<file path="config.mk">
export PLATFORM = sky130hd
export DESIGN_NAME = fmac_add_arbiter_flat
export DESIGN_NICKNAME = d
export VERILOG_FILES = /design/src/rtl/fmac_pkg.sv /design/src/rtl/fmac_add_arbiter_if.sv /design/src/rtl/fmac_tag_pipe.sv /design/src/rtl/fmac_add_arbiter.sv /design/src/flat_wrapper.sv
export SDC_FILE = /design/constraint.sdc
export NUM_CORES = 1
export LEC_CHECK = 0
export ABC_AREA = 1
export BUFFER_PORTS_ARGS = -buffer_cell sky130_fd_sc_hd__buf_2
export CAP_MARGIN = 15
export CORE_ASPECT_RATIO = 1.4
export CORE_UTILIZATION = 47
export CTS_BUF_LIST = sky130_fd_sc_hd__clkbuf_8
export DETAILED_ROUTE_END_ITERATION = 6
export HOLD_SLACK_MARGIN = 0.12
export PLACE_DENSITY = 0.94
export SLEW_MARGIN = 5
export SYNTH_ARGS = -nofsm -noshare
export SYNTH_HDL_FRONTEND = slang
export SYNTH_SLANG_ARGS = --single-unit
</file>
<file path="constraint.sdc">
create_clock -name clock -period 2.4 [get_ports clock]
set_input_delay 0.36 -clock clock [delete_from_list [all_inputs] [get_ports clock]]
set_output_delay 0.36 -clock clock [all_outputs]
set_load 0.02 [all_outputs]
</file>
<file path="src/rtl/fmac_pkg.sv">
// Shared definitions for the MAC's shared-adder arbiter slice.
package fmac_pkg;

  localparam int unsigned FP_W_DEF    = 32;
  localparam int unsigned ADD_LAT_DEF = 3;
  localparam int unsigned MAX_OUT_DEF = 4;

  // Owner of an adder operation: the MAC lane or the external add port.
  typedef enum logic {
    REQ_MAC = 1'b0,
    REQ_EXT = 1'b1
  } req_id_t;

endpackage

</file>
<file path="src/rtl/fmac_add_arbiter_if.sv">
// Requester, adder and response signals of the shared-adder arbiter.
interface fmac_add_arbiter_if
  import fmac_pkg::*;
#(
  parameter int unsigned FP_W = FP_W_DEF
);

  logic            req0_valid;
  logic            req0_ready;
  logic [FP_W-1:0] req0_a;
  logic [FP_W-1:0] req0_b;
  logic            req1_valid;
  logic            req1_ready;
  logic [FP_W-1:0] req1_a;
  logic [FP_W-1:0] req1_b;
  logic            add_issue;
  logic [FP_W-1:0] add_a;
  logic [FP_W-1:0] add_b;
  logic [FP_W-1:0] add_result;
  logic            resp0_valid;
  logic            resp1_valid;
  logic [FP_W-1:0] resp_data;
  logic            busy;

  // Arbiter side.
  modport slave (
    input  req0_valid, req0_a, req0_b,
    input  req1_valid, req1_a, req1_b,
    input  add_result,
    output req0_ready, req1_ready,
    output add_issue, add_a, add_b,
    output resp0_valid, resp1_valid, resp_data, busy
  );

  // Requester / adder side.
  modport master (
    output req0_valid, req0_a, req0_b,
    output req1_valid, req1_a, req1_b,
    output add_result,
    input  req0_ready, req1_ready,
    input  add_issue, add_a, add_b,
    input  resp0_valid, resp1_valid, resp_data, busy
  );

endinterface

</file>
<file path="src/rtl/fmac_tag_pipe.sv">
// {valid, id} delay line matching the shared adder latency.
module fmac_tag_pipe
  import fmac_pkg::*;
#(
  parameter int unsigned DEPTH = ADD_LAT_DEF
) (
  input  logic    clock,
  input  logic    reset,
  input  logic    in_valid,
  input  req_id_t in_id,
  output logic    out_valid,
  output req_id_t out_id,
  output logic    any_valid
);

  logic [DEPTH-1:0] valid_q;
  req_id_t          id_q [DEPTH];

  // Shift tags one stage per cycle; synchronous clear drops everything in flight.
  always_ff @(posedge clock) begin
    if (reset) begin
      valid_q <= '0;
      for (int unsigned s = 0; s < DEPTH; s++) begin
        id_q[s] <= REQ_MAC;
      end
    end else begin
      valid_q[0] <= in_valid;
      id_q[0]    <= in_id;
      for (int unsigned s = 1; s < DEPTH; s++) begin
        valid_q[s] <= valid_q[s-1];
        id_q[s]    <= id_q[s-1];
      end
    end
  end

  assign out_valid = valid_q[DEPTH-1];
  assign out_id    = id_q[DEPTH-1];
  assign any_valid = |valid_q;

endmodule

</file>
<file path="src/rtl/fmac_add_arbiter.sv">
// Round-robin arbiter sharing one pipelined FP adder between the MAC lane
// and the external add port, with per-requester credit limits.
module fmac_add_arbiter
  import fmac_pkg::*;
#(
  parameter int unsigned FP_W    = FP_W_DEF,
  parameter int unsigned ADD_LAT = ADD_LAT_DEF,
  parameter int unsigned MAX_OUT = MAX_OUT_DEF
) (
  input logic               clock,
  input logic               reset,
  fmac_add_arbiter_if.slave bus
);

  localparam int unsigned      CNT_W      = $clog2(MAX_OUT + 1);
  localparam logic [CNT_W-1:0] CREDIT_MAX = CNT_W'(MAX_OUT);

  req_id_t          rr;
  logic [CNT_W-1:0] credit0, credit1;
  logic             elig0, elig1, grant0, grant1;
  logic             issue_q;
  req_id_t          issue_id;
  logic [FP_W-1:0]  add_a_q, add_b_q, resp_data_q;
  logic             resp0_q, resp1_q;
  logic             ret_valid, tag_busy;
  req_id_t          ret_id;
  logic             ret0, ret1;

  function automatic logic [CNT_W-1:0] credit_next(
    input logic [CNT_W-1:0] cnt,
    input logic             inc,
    input logic             dec
  );
    logic [CNT_W-1:0] nxt;
    nxt = cnt;
    if (inc && !dec) nxt = cnt + CNT_W'(1);
    if (dec && !inc) nxt = cnt - CNT_W'(1);
    return nxt;
  endfunction

  // Grant decision: lone eligible requester wins, ties go to rr.
  always_comb begin
    elig0  = bus.req0_valid && (credit0 < CREDIT_MAX);
    elig1  = bus.req1_valid && (credit1 < CREDIT_MAX);
    grant0 = elig0 && (!elig1 || (rr == REQ_MAC));
    grant1 = elig1 && (!elig0 || (rr == REQ_EXT));
  end

  assign ret0 = ret_valid && (ret_id == REQ_MAC);
  assign ret1 = ret_valid && (ret_id == REQ_EXT);

  // Register the granted operand pair and its owner toward the adder.
  always_ff @(posedge clock) begin
    if (reset) begin
      issue_q  <= 1'b0;
      issue_id <= REQ_MAC;
      add_a_q  <= '0;
      add_b_q  <= '0;
    end else begin
      issue_q <= grant0 || grant1;
      if (grant0) begin
        issue_id <= REQ_MAC;
        add_a_q  <= bus.req0_a;
        add_b_q  <= bus.req0_b;
      end else if (grant1) begin
        issue_id <= REQ_EXT;
        add_a_q  <= bus.req1_a;
        add_b_q  <= bus.req1_b;
      end
    end
  end

  // Round-robin pointer moves to the other requester after each grant.
  always_ff @(posedge clock) begin
    if (reset) begin
      rr <= REQ_MAC;
    end else if (grant0) begin
      rr <= REQ_EXT;
    end else if (grant1) begin
      rr <= REQ_MAC;
    end
  end

  // Credits count transfers not yet retired from the tag pipe.
  always_ff @(posedge clock) begin
    if (reset) begin
      credit0 <= '0;
      credit1 <= '0;
    end else begin
      credit0 <= credit_next(credit0, grant0, ret0);
      credit1 <= credit_next(credit1, grant1, ret1);
    end
  end

  fmac_tag_pipe #(
    .DEPTH (ADD_LAT)
  ) u_tag_pipe (
    .clock     (clock),
    .reset     (reset),
    .in_valid  (issue_q),
    .in_id     (issue_id),
    .out_valid (ret_valid),
    .out_id    (ret_id),
    .any_valid (tag_busy)
  );

  // Capture the retiring result and strobe its owner for one cycle.
  always_ff @(posedge clock) begin
    if (reset) begin
      resp0_q     <= 1'b0;
      resp1_q     <= 1'b0;
      resp_data_q <= '0;
    end else begin
      resp0_q <= ret0;
      resp1_q <= ret1;
      if (ret_valid) begin
        resp_data_q <= bus.add_result;
      end
    end
  end

  assign bus.req0_ready  = grant0;
  assign bus.req1_ready  = grant1;
  assign bus.add_issue   = issue_q;
  assign bus.add_a       = add_a_q;
  assign bus.add_b       = add_b_q;
  assign bus.resp0_valid = resp0_q;
  assign bus.resp1_valid = resp1_q;
  assign bus.resp_data   = resp_data_q;
  assign bus.busy        = issue_q || tag_busy || resp0_q || resp1_q;

endmodule
</file>
<file path="src/flat_wrapper.sv">
// flat-port wrapper written by rule: the top's interface ports become plain ports
module fmac_add_arbiter_flat import fmac_pkg::*;
#(
  parameter int unsigned FP_W    = FP_W_DEF,
  parameter int unsigned ADD_LAT = ADD_LAT_DEF,
  parameter int unsigned MAX_OUT = MAX_OUT_DEF
)
  (clock, reset, bus_req0_valid, bus_req0_a, bus_req0_b, bus_req1_valid, bus_req1_a, bus_req1_b, bus_add_result, bus_req0_ready, bus_req1_ready, bus_add_issue, bus_add_a, bus_add_b, bus_resp0_valid, bus_resp1_valid, bus_resp_data, bus_busy);
  fmac_add_arbiter_if #(.FP_W(FP_W)) bus_i ();
  input logic clock;
  input logic reset;
  input wire logic [$bits(bus_i.req0_valid)-1:0] bus_req0_valid;
  input wire logic [$bits(bus_i.req0_a)-1:0] bus_req0_a;
  input wire logic [$bits(bus_i.req0_b)-1:0] bus_req0_b;
  input wire logic [$bits(bus_i.req1_valid)-1:0] bus_req1_valid;
  input wire logic [$bits(bus_i.req1_a)-1:0] bus_req1_a;
  input wire logic [$bits(bus_i.req1_b)-1:0] bus_req1_b;
  input wire logic [$bits(bus_i.add_result)-1:0] bus_add_result;
  output wire logic [$bits(bus_i.req0_ready)-1:0] bus_req0_ready;
  output wire logic [$bits(bus_i.req1_ready)-1:0] bus_req1_ready;
  output wire logic [$bits(bus_i.add_issue)-1:0] bus_add_issue;
  output wire logic [$bits(bus_i.add_a)-1:0] bus_add_a;
  output wire logic [$bits(bus_i.add_b)-1:0] bus_add_b;
  output wire logic [$bits(bus_i.resp0_valid)-1:0] bus_resp0_valid;
  output wire logic [$bits(bus_i.resp1_valid)-1:0] bus_resp1_valid;
  output wire logic [$bits(bus_i.resp_data)-1:0] bus_resp_data;
  output wire logic [$bits(bus_i.busy)-1:0] bus_busy;
  assign bus_i.req0_valid = bus_req0_valid;
  assign bus_i.req0_a = bus_req0_a;
  assign bus_i.req0_b = bus_req0_b;
  assign bus_i.req1_valid = bus_req1_valid;
  assign bus_i.req1_a = bus_req1_a;
  assign bus_i.req1_b = bus_req1_b;
  assign bus_i.add_result = bus_add_result;
  assign bus_req0_ready = bus_i.req0_ready;
  assign bus_req1_ready = bus_i.req1_ready;
  assign bus_add_issue = bus_i.add_issue;
  assign bus_add_a = bus_i.add_a;
  assign bus_add_b = bus_i.add_b;
  assign bus_resp0_valid = bus_i.resp0_valid;
  assign bus_resp1_valid = bus_i.resp1_valid;
  assign bus_resp_data = bus_i.resp_data;
  assign bus_busy = bus_i.busy;
  fmac_add_arbiter #(.FP_W(FP_W), .ADD_LAT(ADD_LAT), .MAX_OUT(MAX_OUT)) u_core (.clock(clock), .reset(reset), .bus(bus_i));
endmodule
</file>
# ---- After elaboration in Yosys (flattened, before gate mapping)
# Memory sizes are Yosys's and may differ from the RTL's.
# Index checks and enable logic that the tools add are counted.
dict set report op_classes {
  n_addsub 4
  magnitude_cmp 2
  muxes 16
  bitwise 5
  reduce_logical 27
}
# op count
set ops {}
lappend ops {{32-bit two-way mux} 4}
lappend ops {{3-bit two-way mux} 4}
lappend ops {{1-bit logical AND} 10}
lappend ops {{1-bit two-way mux} 8}
lappend ops {{3-bit by 1-bit adder with 3-bit output, second input constant} 2}
lappend ops {{1-bit zero test} 6}
lappend ops {{1-bit logical OR} 6}
lappend ops {{3-bit less-than comparator, second input constant} 2}
lappend ops {{2-bit nonzero test} 3}
lappend ops {{3-bit by 1-bit subtractor with 3-bit output, second input constant} 2}
lappend ops {{1-bit OR} 3}
lappend ops {{3-bit OR reduction} 1}
lappend ops {{1-bit inverter} 2}
lappend ops {{2-bit OR reduction} 1}
dict set report word_totals {
  regBits 110
  mem_bits_rw 3
  in_bits 164
  out_inout_bits 102
  n_memories 1
}
# memory words width read_ports rd_ports_with_merged_regs write_ports line
set memory_table {}
lappend memory_table {u_core.u_tag_pipe.id_q 3 1 3 0 3 fmac_tag_pipe.sv:17} ;# req_id_t id_q [DEPTH];

# ---- Logic depth before layout (Yosys ltp)
# Gate-level depths: netlist of run 1.
dict set report depth {
  depth_word 8
  ltp_mapped 13
  ltp_nobuf 12
}

# ---- Modules after synthesis
# From an unflattened synthesis of run 1, not the netlist that was laid out.
dict set report hier_totals {
  cells_unflattened 780
  area_unflattened_um2 5146.2
}
# module n_inst cells_per_inst area_each_um2
set by_module_without_submodules {}
lappend by_module_without_submodules {fmac_add_arbiter 1 760 4973.5}
lappend by_module_without_submodules {fmac_tag_pipe 1 20 172.7}

# ---- Worst setup path after synthesis of run 1
# Ideal clock, no wire load.
dict set report synth_timing {
  kind {register to register}
  start {register u_core.u_tag_pipe.valid_q[2]}
  end {register u_core.credit0[2]}
  t_arrival_ns 1.760
  required_ns 2.287
  setup_slack_ns 0.527
  path_stages_with_launch 13
  path_buffers 1
  synth_period_minus_slack_ns 1.873
  cell_sequence {dfxtp_1 clkinv_1 clkbuf_1 nor2_1 ha_1 inv_1 fa_1 inv_1 nand2_1 nand3_1 nand2_1 nand2_1 nor2_1}
}
dict set report synth_between {
  elab_chain_cells 4
  elab_cells_between_ends 6
  cone_classes {mux: 1; reduce/logical: 5}
}
# element line
set synth_rtl {}
lappend synth_rtl {{start, declared} fmac_tag_pipe.sv:16} ;# logic [DEPTH-1:0] valid_q;
lappend synth_rtl {{start signal, assigned by index} fmac_tag_pipe.sv:30} ;# valid_q[s] <= valid_q[s-1];
lappend synth_rtl {{1-bit logical AND *} fmac_add_arbiter.sv:49} ;# assign ret0 = ret_valid && (ret_id == REQ_MAC);
lappend synth_rtl {{via u_core.ret0} fmac_add_arbiter.sv:27} ;# logic ret0, ret1;
lappend synth_rtl {{1-bit zero test} fmac_add_arbiter.sv:36} ;# if (inc && !dec) nxt = cnt + CNT_W'(1);
lappend synth_rtl {{1-bit logical AND} fmac_add_arbiter.sv:36}
lappend synth_rtl {{2-bit nonzero test (no line)} --}
lappend synth_rtl {{end signal, assigned} fmac_add_arbiter.sv:90} ;# credit0 <= credit_next(credit0, grant0, ret0);
lappend synth_rtl {{end, declared} fmac_add_arbiter.sv:19} ;# logic [CNT_W-1:0] credit0, credit1;
# The timed path passes the listed nets; every way through them passes the cells marked *.
# A chain may end at the register's enable or synchronous reset.

# ---- Worst setup path after layout of run 1
dict set report layout_timing {
  start {register u_core.credit1[2]}
  end {register u_core.credit1[2]}
}
dict set report layout_between {
  elab_chain_cells 6
  elab_cells_between_ends 11
  cone_classes {add/sub: 2; order compare: 1; mux: 2; reduce/logical: 6}
}
# element line
set layout_rtl {}
lappend layout_rtl {{start, declared} fmac_add_arbiter.sv:19}
lappend layout_rtl {{start signal, assigned} fmac_add_arbiter.sv:91} ;# credit1 <= credit_next(credit1, grant1, ret1);
lappend layout_rtl {{3-bit less-than comparator} fmac_add_arbiter.sv:44} ;# elig1 = bus.req1_valid && (credit1 < CREDIT_MAX);
lappend layout_rtl {{1-bit logical AND} fmac_add_arbiter.sv:44}
lappend layout_rtl {{1-bit logical AND} fmac_add_arbiter.sv:46} ;# grant1 = elig1 && (!elig0 || (rr == REQ_EXT));
lappend layout_rtl {{1-bit zero test} fmac_add_arbiter.sv:37} ;# if (dec && !inc) nxt = cnt - CNT_W'(1);
lappend layout_rtl {{1-bit logical AND} fmac_add_arbiter.sv:37}
lappend layout_rtl {{3-bit two-way mux / 2-bit nonzero test (equally long branches)} --}
# Parallel ways exist; a longest one is shown, timed or not. The select of a mux whose other input is x is not followed.

==> results of run 1 <==
==> Yosys cell counts <==
cell | count | area, um^2
buf_1 | 1 | 3.75
clkinv_1 | 1 | 3.75
clkbuf_1 | 11 | 41.3
buf_2 | 24 | 120
o21ai_0 | 35 | 175
fa_1 | 2 | 40.0
a21oi_1 | 4 | 20.0
nor3_4 | 1 | 16.3
dfxtp_1 | 113 | 2260
a31oi_1 | 1 | 6.26
clkbuf_2 | 1 | 5.00
inv_1 | 150 | 563
nand2_1 | 203 | 762
buf_4 | 8 | 60.1
nor3_1 | 1 | 5.00
nand3_1 | 131 | 656
nor2_1 | 82 | 308
nand4_1 | 1 | 6.26
ha_1 | 2 | 25.0
nor2_4 | 1 | 11.3
xor2_1 | 1 | 8.76
o21ai_1 | 3 | 15.0
==> cell usage in the layout (no fill, tap or decap) <==
cell	count
o21ai_1	3
buf_4	9
o21ai_0	35
buf_2	265
nand2_1	202
nand2_2	1
bufinv_16	3
clkinv_2	3
a21oi_1	3
inv_1	151
dfxtp_1	113
xor2_1	1
nor3_4	1
nand4_1	1
buf_12	1
nor3_1	1
fa_1	2
nand3_1	130
a21oi_4	1
clkbuf_8	18
inv_6	1
clkinv_4	2
nor2_1	82
clkinv_1	1
nor2_4	1
clkinvlp_4	4
a31oi_1	1
ha_1	2
nand3_2	1
==> cell type report <==
class / count / area [um^2]
Sequential cell: 113 / 2260
Clock buffer: 18 / 248
Fill cell: 905 / 3560
Multi-Input combinational cell: 468 / 2070
Clock inverter: 14 / 165
Inverter: 151 / 567
Tap cell: 138 / 173
Timing Repair Buffer: 275 / 1410
==> registers in the layout, indices dropped and copies added, names as in the netlist <==
signal / count
u_core.bus.add_a: 32
u_core.credit1: 3
u_core.bus.add_issue: 1
u_core.issue_id: 1
u_core.bus.resp_data: 32
u_core.u_tag_pipe.valid_q: 3
u_core.rr: 1
u_core.credit0: 3
u_core.bus.add_b: 32
u_core.u_tag_pipe.id_q: 3
u_core.bus.resp0_valid: 1
u_core.bus.resp1_valid: 1
==> layer usage <==
metal / track usage (%) / vias to the layer above / part of all wire (%)
met5: 0 / - / 0
met4: 13.9 / 0 / 3.4
met3: 6.93 / 38 / 8.1
met2: 44.8 / 265 / 51
met1: 26.5 / 2408 / 38
li1: - / 2830 / -
==> worst min-delay path: stages <==
cell	delay (ns)
buf_2	0.07
nor2_1	0.03
nor2_1	0.08
==> where the power goes <==
part           total [uW]  internal, uW  switching (uW)
Clock                1840          1050             794
Combinational         881           327             554
Sequential           2100          2020            75.5
Total                4820          3400            1420
==> logic make-up after synthesis <==
family | after synthesis | share of synthesized area, %
DFF | 113 | 44.2
and+or+nand+nor | 420 | 34.5
AOI/OAI and AO/OA | 43 | 4.23
xor gates and xnor gates | 1 | 0.171
adders and majority gates | 4 | 1.27
buffers and inverters | 196 | 15.6
==> worst max path at each step <==
stage                                            start                              to  slack (ns)  cells past startpoint
3_5_place_dp                            bus_req1_valid  u_core.credit1[2]$_SDFFE_PP0P_        0.26                     10
4_1_cts                 u_core.credit1[2]$_SDFFE_PP0P_                  bus_req0_ready        0.39                      6
3_3_place_gp                            bus_req1_valid  u_core.credit1[2]$_SDFFE_PP0P_        0.39                     10
5_1_grt                 u_core.credit1[2]$_SDFFE_PP0P_  u_core.credit1[2]$_SDFFE_PP0P_        0.25                      8
6_report                u_core.credit1[2]$_SDFFE_PP0P_  u_core.credit1[2]$_SDFFE_PP0P_        0.38                      8
2_1_floorplan  u_core.u_tag_pipe.valid_q[2]$_SDFF_PP0_  u_core.credit0[2]$_SDFFE_PP0P_        0.53                     12
==> through the flow <==
stage                     cell area (um^2)  setup slack [ns]  std cells  total power [uW]
after floorplan                       5110             0.527        777              2670
after global placement                6490             0.394       1145              3000
after detailed placement              6490             0.259       1145              3020
after CTS                             6900             0.394       1177              4870
after global routing                  6900             0.255       1177              5060
final                                 6900             0.384       1177              4820
==> out/metrics.cfg, run 1 <==
[grt]
track_usage_pct=25.1
grt_max_degree=66
globalRouteOverflowTotal=0
grt_pass1_wl_um=23100
grt_pass1_vias=5282
grt_antenna_before_repair=0

[floorplan]
io_pins=266
die-width_um=90.2
core_region_area_um2=10500
fp.dieH_um=125
rows=44
start_util_pct=48.9
die-area_um2=11300

[critical_path]
path_max_fanout=3
cp.required_ns=2.71
reg2reg_depth=8
path_buf_inv=0
r2r_slack_ns=0.38
path_class=register to register
cpPeakStageDelay_ns=0.40
crit_slowest_cell=fa_1
start_kind=register
r2r_start=u_core.credit1[2]$_SDFFE_PP0P_
path_cells=nor2_1 > o21ai_0 > ha_1 > fa_1 > nand2_1 > nand3_1 > o21ai_0 > nor2_1
critPathArrivalTime_ns=2.32
critical_path.top_delay_family=adder cells
timing.rr.end=u_core.credit1[2]$_SDFFE_PP0P_
end_kind=register

[clock_network]
clock_latency_ns=0.42
numCtsBuffers=17
h-tree-depth=4
clock_path_buffers=2
root_buffer=clkbuf_8
cts_tree=built
cts_sinks=113
holdBufCountCts=0
post_cts_buffers=0
post_cts_resized=0
clk_pin_slew_worst_paths_ns=0.07

[yosys]
synth.cell_area_um2=5110
seq_area_frac_synth_pct=44.2
synth_cell_types=22
syn_nets=945
synth_seq_cells=113
yosysWarnings=0
syn_inst=777
avgSynthCellArea_um2=6.58

[place]
portBuffers=265
gp_congestion=0.802
dp_hpwl_um=9970

[status]
outcome=complete, no violations

[power]
power_density_nw_per_um2=699
leakage_uw=0.00424
ir_drop_v=0.000398

[route]
drt-initial-drc-count=234
wl_per_cell_um=11.7
antenna_left=0
drcViolationCount=0
num_vias=5541
wirelength_um=13800
viasPerCell=4.71
firstDrtPassIters=5

[timing]
fmax_mhz=496
grt_setup_unrepaired=false
tns_ns=0
worst_slew_pin_slew_ns=0.702
worst_hold_slack_ns=0.166
finalSetupViolations=0
period_minus_slack_ns=2.02
slew_viol_final=0
hold_viol=0
slew_headroom_pct=53.2
timing.final.crit_share_pct=84.0
skew_ns=0.0105

[finish]
area_delta_synth_final_pct=35.0
postLayoutCoreUtil_pct=66.0
layout.nets=1194
layout-drive-gt1-share_pct=29.9
antenna_cells=0

[hold_path]
hold_start=bus_add_result[5]
hold_path.class=primary input to register
holdPathEnd=u_core.bus.resp_data[5]$_SDFFE_PP0P_
hold_depth=3

[flow_run]
max_cap_viol_count=0

(Power assumes the default switching activity.)
==> run 2: changes to the inputs <==
--- a/config.mk
+++ b/config.mk
@@ -5,15 +5,15 @@
 export SDC_FILE = /design/constraint.sdc
 export NUM_CORES = 1
 export LEC_CHECK = 0
-export ABC_AREA = 1
+export ABC_AREA = 0
 export BUFFER_PORTS_ARGS = -buffer_cell sky130_fd_sc_hd__buf_2
 export CAP_MARGIN = 15
 export CORE_ASPECT_RATIO = 1.4
-export CORE_UTILIZATION = 47
+export CORE_UTILIZATION = 43
 export CTS_BUF_LIST = sky130_fd_sc_hd__clkbuf_8
 export DETAILED_ROUTE_END_ITERATION = 6
 export HOLD_SLACK_MARGIN = 0.12
-export PLACE_DENSITY = 0.94
+export PLACE_DENSITY = 0.89
 export SLEW_MARGIN = 5
 export SYNTH_ARGS = -nofsm -noshare
 export SYNTH_HDL_FRONTEND = slang
==> constraint.sdc (replaced) <==
create_clock -name clock -period 1.8 [get_ports clock]
set_input_delay 0.27 -clock clock [delete_from_list [all_inputs] [get_ports clock]]
set_output_delay 0.27 -clock clock [all_outputs]
set_load 0.02 [all_outputs]
==> out/metrics.cfg, run 2 <==
[power]
intPower_uw=4680  ; was 3400 uW
power_frac_seq_pct=41.3  ; was 43.5%
leakage_uw=0.00374  ; was 0.00424 uW
ir_drop_v=0.000475  ; was 0.000398 V
power_density_nw_per_um2=871  ; was 699 nW/um^2
p_clk_share_pct=39.4  ; was 38.2%
p_comb_share_pct=19.4  ; was 18.3%
swShare_pct=30.2  ; was 29.5%
p_sw_uw=2030  ; was 1420 uW

[grt]
grt_max_degree=83  ; was 66
grt_antenna_before_repair=0  ; unchanged
grt_pass1_vias=5308  ; was 5282
track_usage_pct=24.9  ; was 25.1%
globalRouteOverflowTotal=0  ; unchanged
grt_pass1_wl_um=26200  ; was 23100 um

[critical_path]
start_kind=register  ; unchanged
path_max_fanout=5  ; was 3
cp.required_ns=2.17  ; was 2.71 ns
end_kind=register  ; unchanged
critPathArrivalTime_ns=2.22  ; was 2.32 ns
path_class=register to register  ; unchanged

[timing]
finalSetupViolations=2  ; was 0
tns_ns=-0.0804  ; was 0 ns
timing.final.crit_share_pct=103  ; was 84.0%
period_minus_slack_ns=1.85  ; was 2.02 ns
fmax_mhz=541  ; was 496 MHz
skew_ns=0.00949  ; was 0.0105 ns
worst_slew_pin_slew_ns=0.553  ; was 0.702 ns
grt_setup_unrepaired=true  ; was false
hold_viol=0  ; unchanged
final_critical_path_setup_slack_ns=-0.0469  ; was 0.384 ns
slew_viol_final=0  ; unchanged
slew_headroom_pct=63.2  ; was 53.2%

[route]
viasPerCell=5.55  ; was 4.71
drt-initial-drc-count=264  ; was 234
firstDrtPassIters=5  ; unchanged
antenna_left=0  ; unchanged
drcViolationCount=0  ; unchanged
wl_per_cell_um=17.5  ; was 11.7 um
num_vias=5499  ; was 5541
wirelength_um=17300  ; was 13800 um

[floorplan]
rows=48  ; was 44
die-width_um=97.2  ; was 90.2 um
fp.dieH_um=135  ; was 125 um
start_util_pct=44.1  ; was 48.9%
die-area_um2=13200  ; was 11300 um^2
core_region_area_um2=12400  ; was 10500 um^2
io_pins=266  ; unchanged

[finish]
postLayoutCoreUtil_pct=62.3  ; was 66.0%
layout_commonest_cell=buf_2  ; unchanged
layout-drive-gt1-share_pct=40.8  ; was 29.9%
final_cell_area_um2=7700  ; was 6900 um^2
layout.nets=995  ; was 1194
mostFrequentLayoutCells=buf_2 (263), dfxtp_1 (108), a21oi_1 (68)  ; was buf_2 (265), nand2_1 (202), inv_1 (151), nand3_1 (130), dfxtp_1 (113)
area_delta_synth_final_pct=41.1  ; was 35.0%
fill_cells=969  ; was 905

[yosys]
seq_area_frac_synth_pct=41.4  ; was 44.2%
synth_cell_types=32  ; was 22
avgSynthCellArea_um2=9.92  ; was 6.58 um^2
synthTopCellsByArea=dfxtp_1 (41%), a221o_1 (12%), and4b_1 (12%), nand2b_1 (7.5%), a21oi_1 (6.3%)  ; was dfxtp_1 (44%), nand2_1 (15%), nand3_1 (13%), inv_1 (11%), nor2_1 (6.0%)
synth_common_cells=dfxtp_1 (113), a21oi_1 (69), nand2b_1 (65), a221o_1 (64), and4b_1 (64)  ; was nand2_1 (203), inv_1 (150), nand3_1 (131), dfxtp_1 (113), nor2_1 (82)
synth-async-reset-ratio_pct=0  ; unchanged
synth.cell_area_um2=5460  ; was 5110 um^2
synth_seq_cells=113  ; unchanged
yosys.area.top_type=dfxtp_1  ; unchanged
ys.flop_type=dfxtp_1  ; unchanged
syn_nets=718  ; was 945
yosysWarnings=0  ; unchanged
synth_edf_count=0  ; unchanged
synth_top_area_share_pct=41.4  ; was 44.2%
synth.most_common_cell=dfxtp_1  ; was nand2_1
syn_inst=550  ; was 777

[place]
dp_hpwl_um=10900  ; was 9970 um
place_ws_ns=-0.0332  ; was 0.259 ns
gp_congestion=0.782  ; was 0.802
portBuffers=265  ; unchanged
placed_area_um2=6850  ; was 6490 um^2

[status]
outcome=finished, violations left  ; was complete, no violations
violations=negative setup slack

[clock_network]
cts_sinks=113  ; unchanged
clk_pin_slew_worst_paths_ns=0.08  ; was 0.07 ns
root_buffer=clkbuf_8  ; unchanged
clock_latency_ns=0.43  ; was 0.42 ns
clock_path_buffers=2  ; unchanged
cts_tree=built  ; unchanged
h-tree-depth=4  ; unchanged
numCtsBuffers=17  ; unchanged

[hold_path]
hold_path.class=primary input to register  ; unchanged

[flow_run]
max_cap_viol_count=0  ; unchanged

run 2: changes by cell type after synthesis, sizes merged, moves of 44 or more:
cell,before,now
inv,150,5
nand2,203,3
nand3,131,0
and4b,0,64
a21oi,4,69
a221o,0,64
nand2b,0,66
nor2,83,39
run 2: final timing paths:
check / from / to / slack (ns) / cells past startpoint
worst max register to register: u_core.credit1[2]$_SDFFE_PP0P_ / u_core.credit0[2]$_SDFFE_PP0P_ / -0.05 / 8
worst min register to register: u_core.u_tag_pipe.id_q[0][0]$_SDFF_PP0_ / u_core.u_tag_pipe.id_q[0][1]$_SDFF_PP0_ / 0.44 / 1
worst max-delay path: u_core.credit1[2]$_SDFFE_PP0P_ / u_core.credit0[2]$_SDFFE_PP0P_ / -0.05 / 8
worst min-delay path: bus_add_result[25] / u_core.bus.resp_data[25]$_SDFFE_PP0P_ / 0.14 / 3
run 2: worst max-delay path, stage by stage, from the launching register on:
cell and delay [ns]:
dfxtp_4 0.37, nand3b_4 0.17, nand2_4 0.08, ha_2 0.18, inv_1 0.05, fa_2 0.33, xor2_1 0.17, or3_1 0.32
a21oi_2 0.12
run 2: area by class of cell:
cell class | instances | area, um^2 | share of cell area, %
sequential | 113 | 2270 | 29.5
antenna | 1 | 2.50 | 0.0325
clock buffer | 17 | 234 | 3.04
tap | 150 | 188 | 2.44
multi-input combinational | 367 | 2840 | 36.9
timing repair buffer | 323 | 1950 | 25.3
clock inverter | 15 | 196 | 2.55
inverter | 5 | 18.8 | 0.244
run 2: kinds of logic (layout without fill, tap and decap cells):
logic type / count (synthesis) / count (layout) / synth area share [%]
multiplexers: 33 / 33 / 6.05
XOR/XNOR: 4 / 4 / 0.642
flip-flops: 113 / 113 / 41.4
buffers and inverters: 70 / 360 / 7.22
adder cells (fa/ha/maj): 4 / 4 / 1.19
AND/OR/NAND/NOR: 190 / 190 / 25.1
AO/OA/AOI/OAI: 136 / 136 / 18.3
other: 0 / 1 / 0
run 2: metrics by stage:
stage	hold WS (ns)	std cells	power [uW]
3_3_place_gp	0.421	922	4000
6_report	0.143	991	6710
5_1_grt	0.129	990	6980
4_1_cts	0.133	986	6700
2_1_floorplan	0.414	550	3570
3_5_place_dp	0.432	922	4020
run 2: power groups by stage:
stage	registers (uW)	logic, uW	clock network (uW)
after floorplan	3000	575	0
after global placement	2820	1180	0
after detailed placement	2820	1200	0
after CTS	2770	1260	2670
after global routing	2790	1390	2810
final	2770	1300	2640
run 2: metal layers:
layer | up-vias | global-route usage (%) | wire length [um]
met1 | 2567 | 27.1 | 6550
li1 | 2602 | - | -
met4 | 0 | 13.2 | 601
met2 | 286 | 44.5 | 8870
met3 | 44 | 6.40 | 1270
met5 | - | 0 | 0
run 2: repair_timing:
action                     CTS  global route
pin swaps                    0             0
setup endpoints to repair    3             5
cloned                       0             1
resized for setup            4            13
hold buffers                32             0
setup buffers                0             3
hold endpoints to repair    32             0
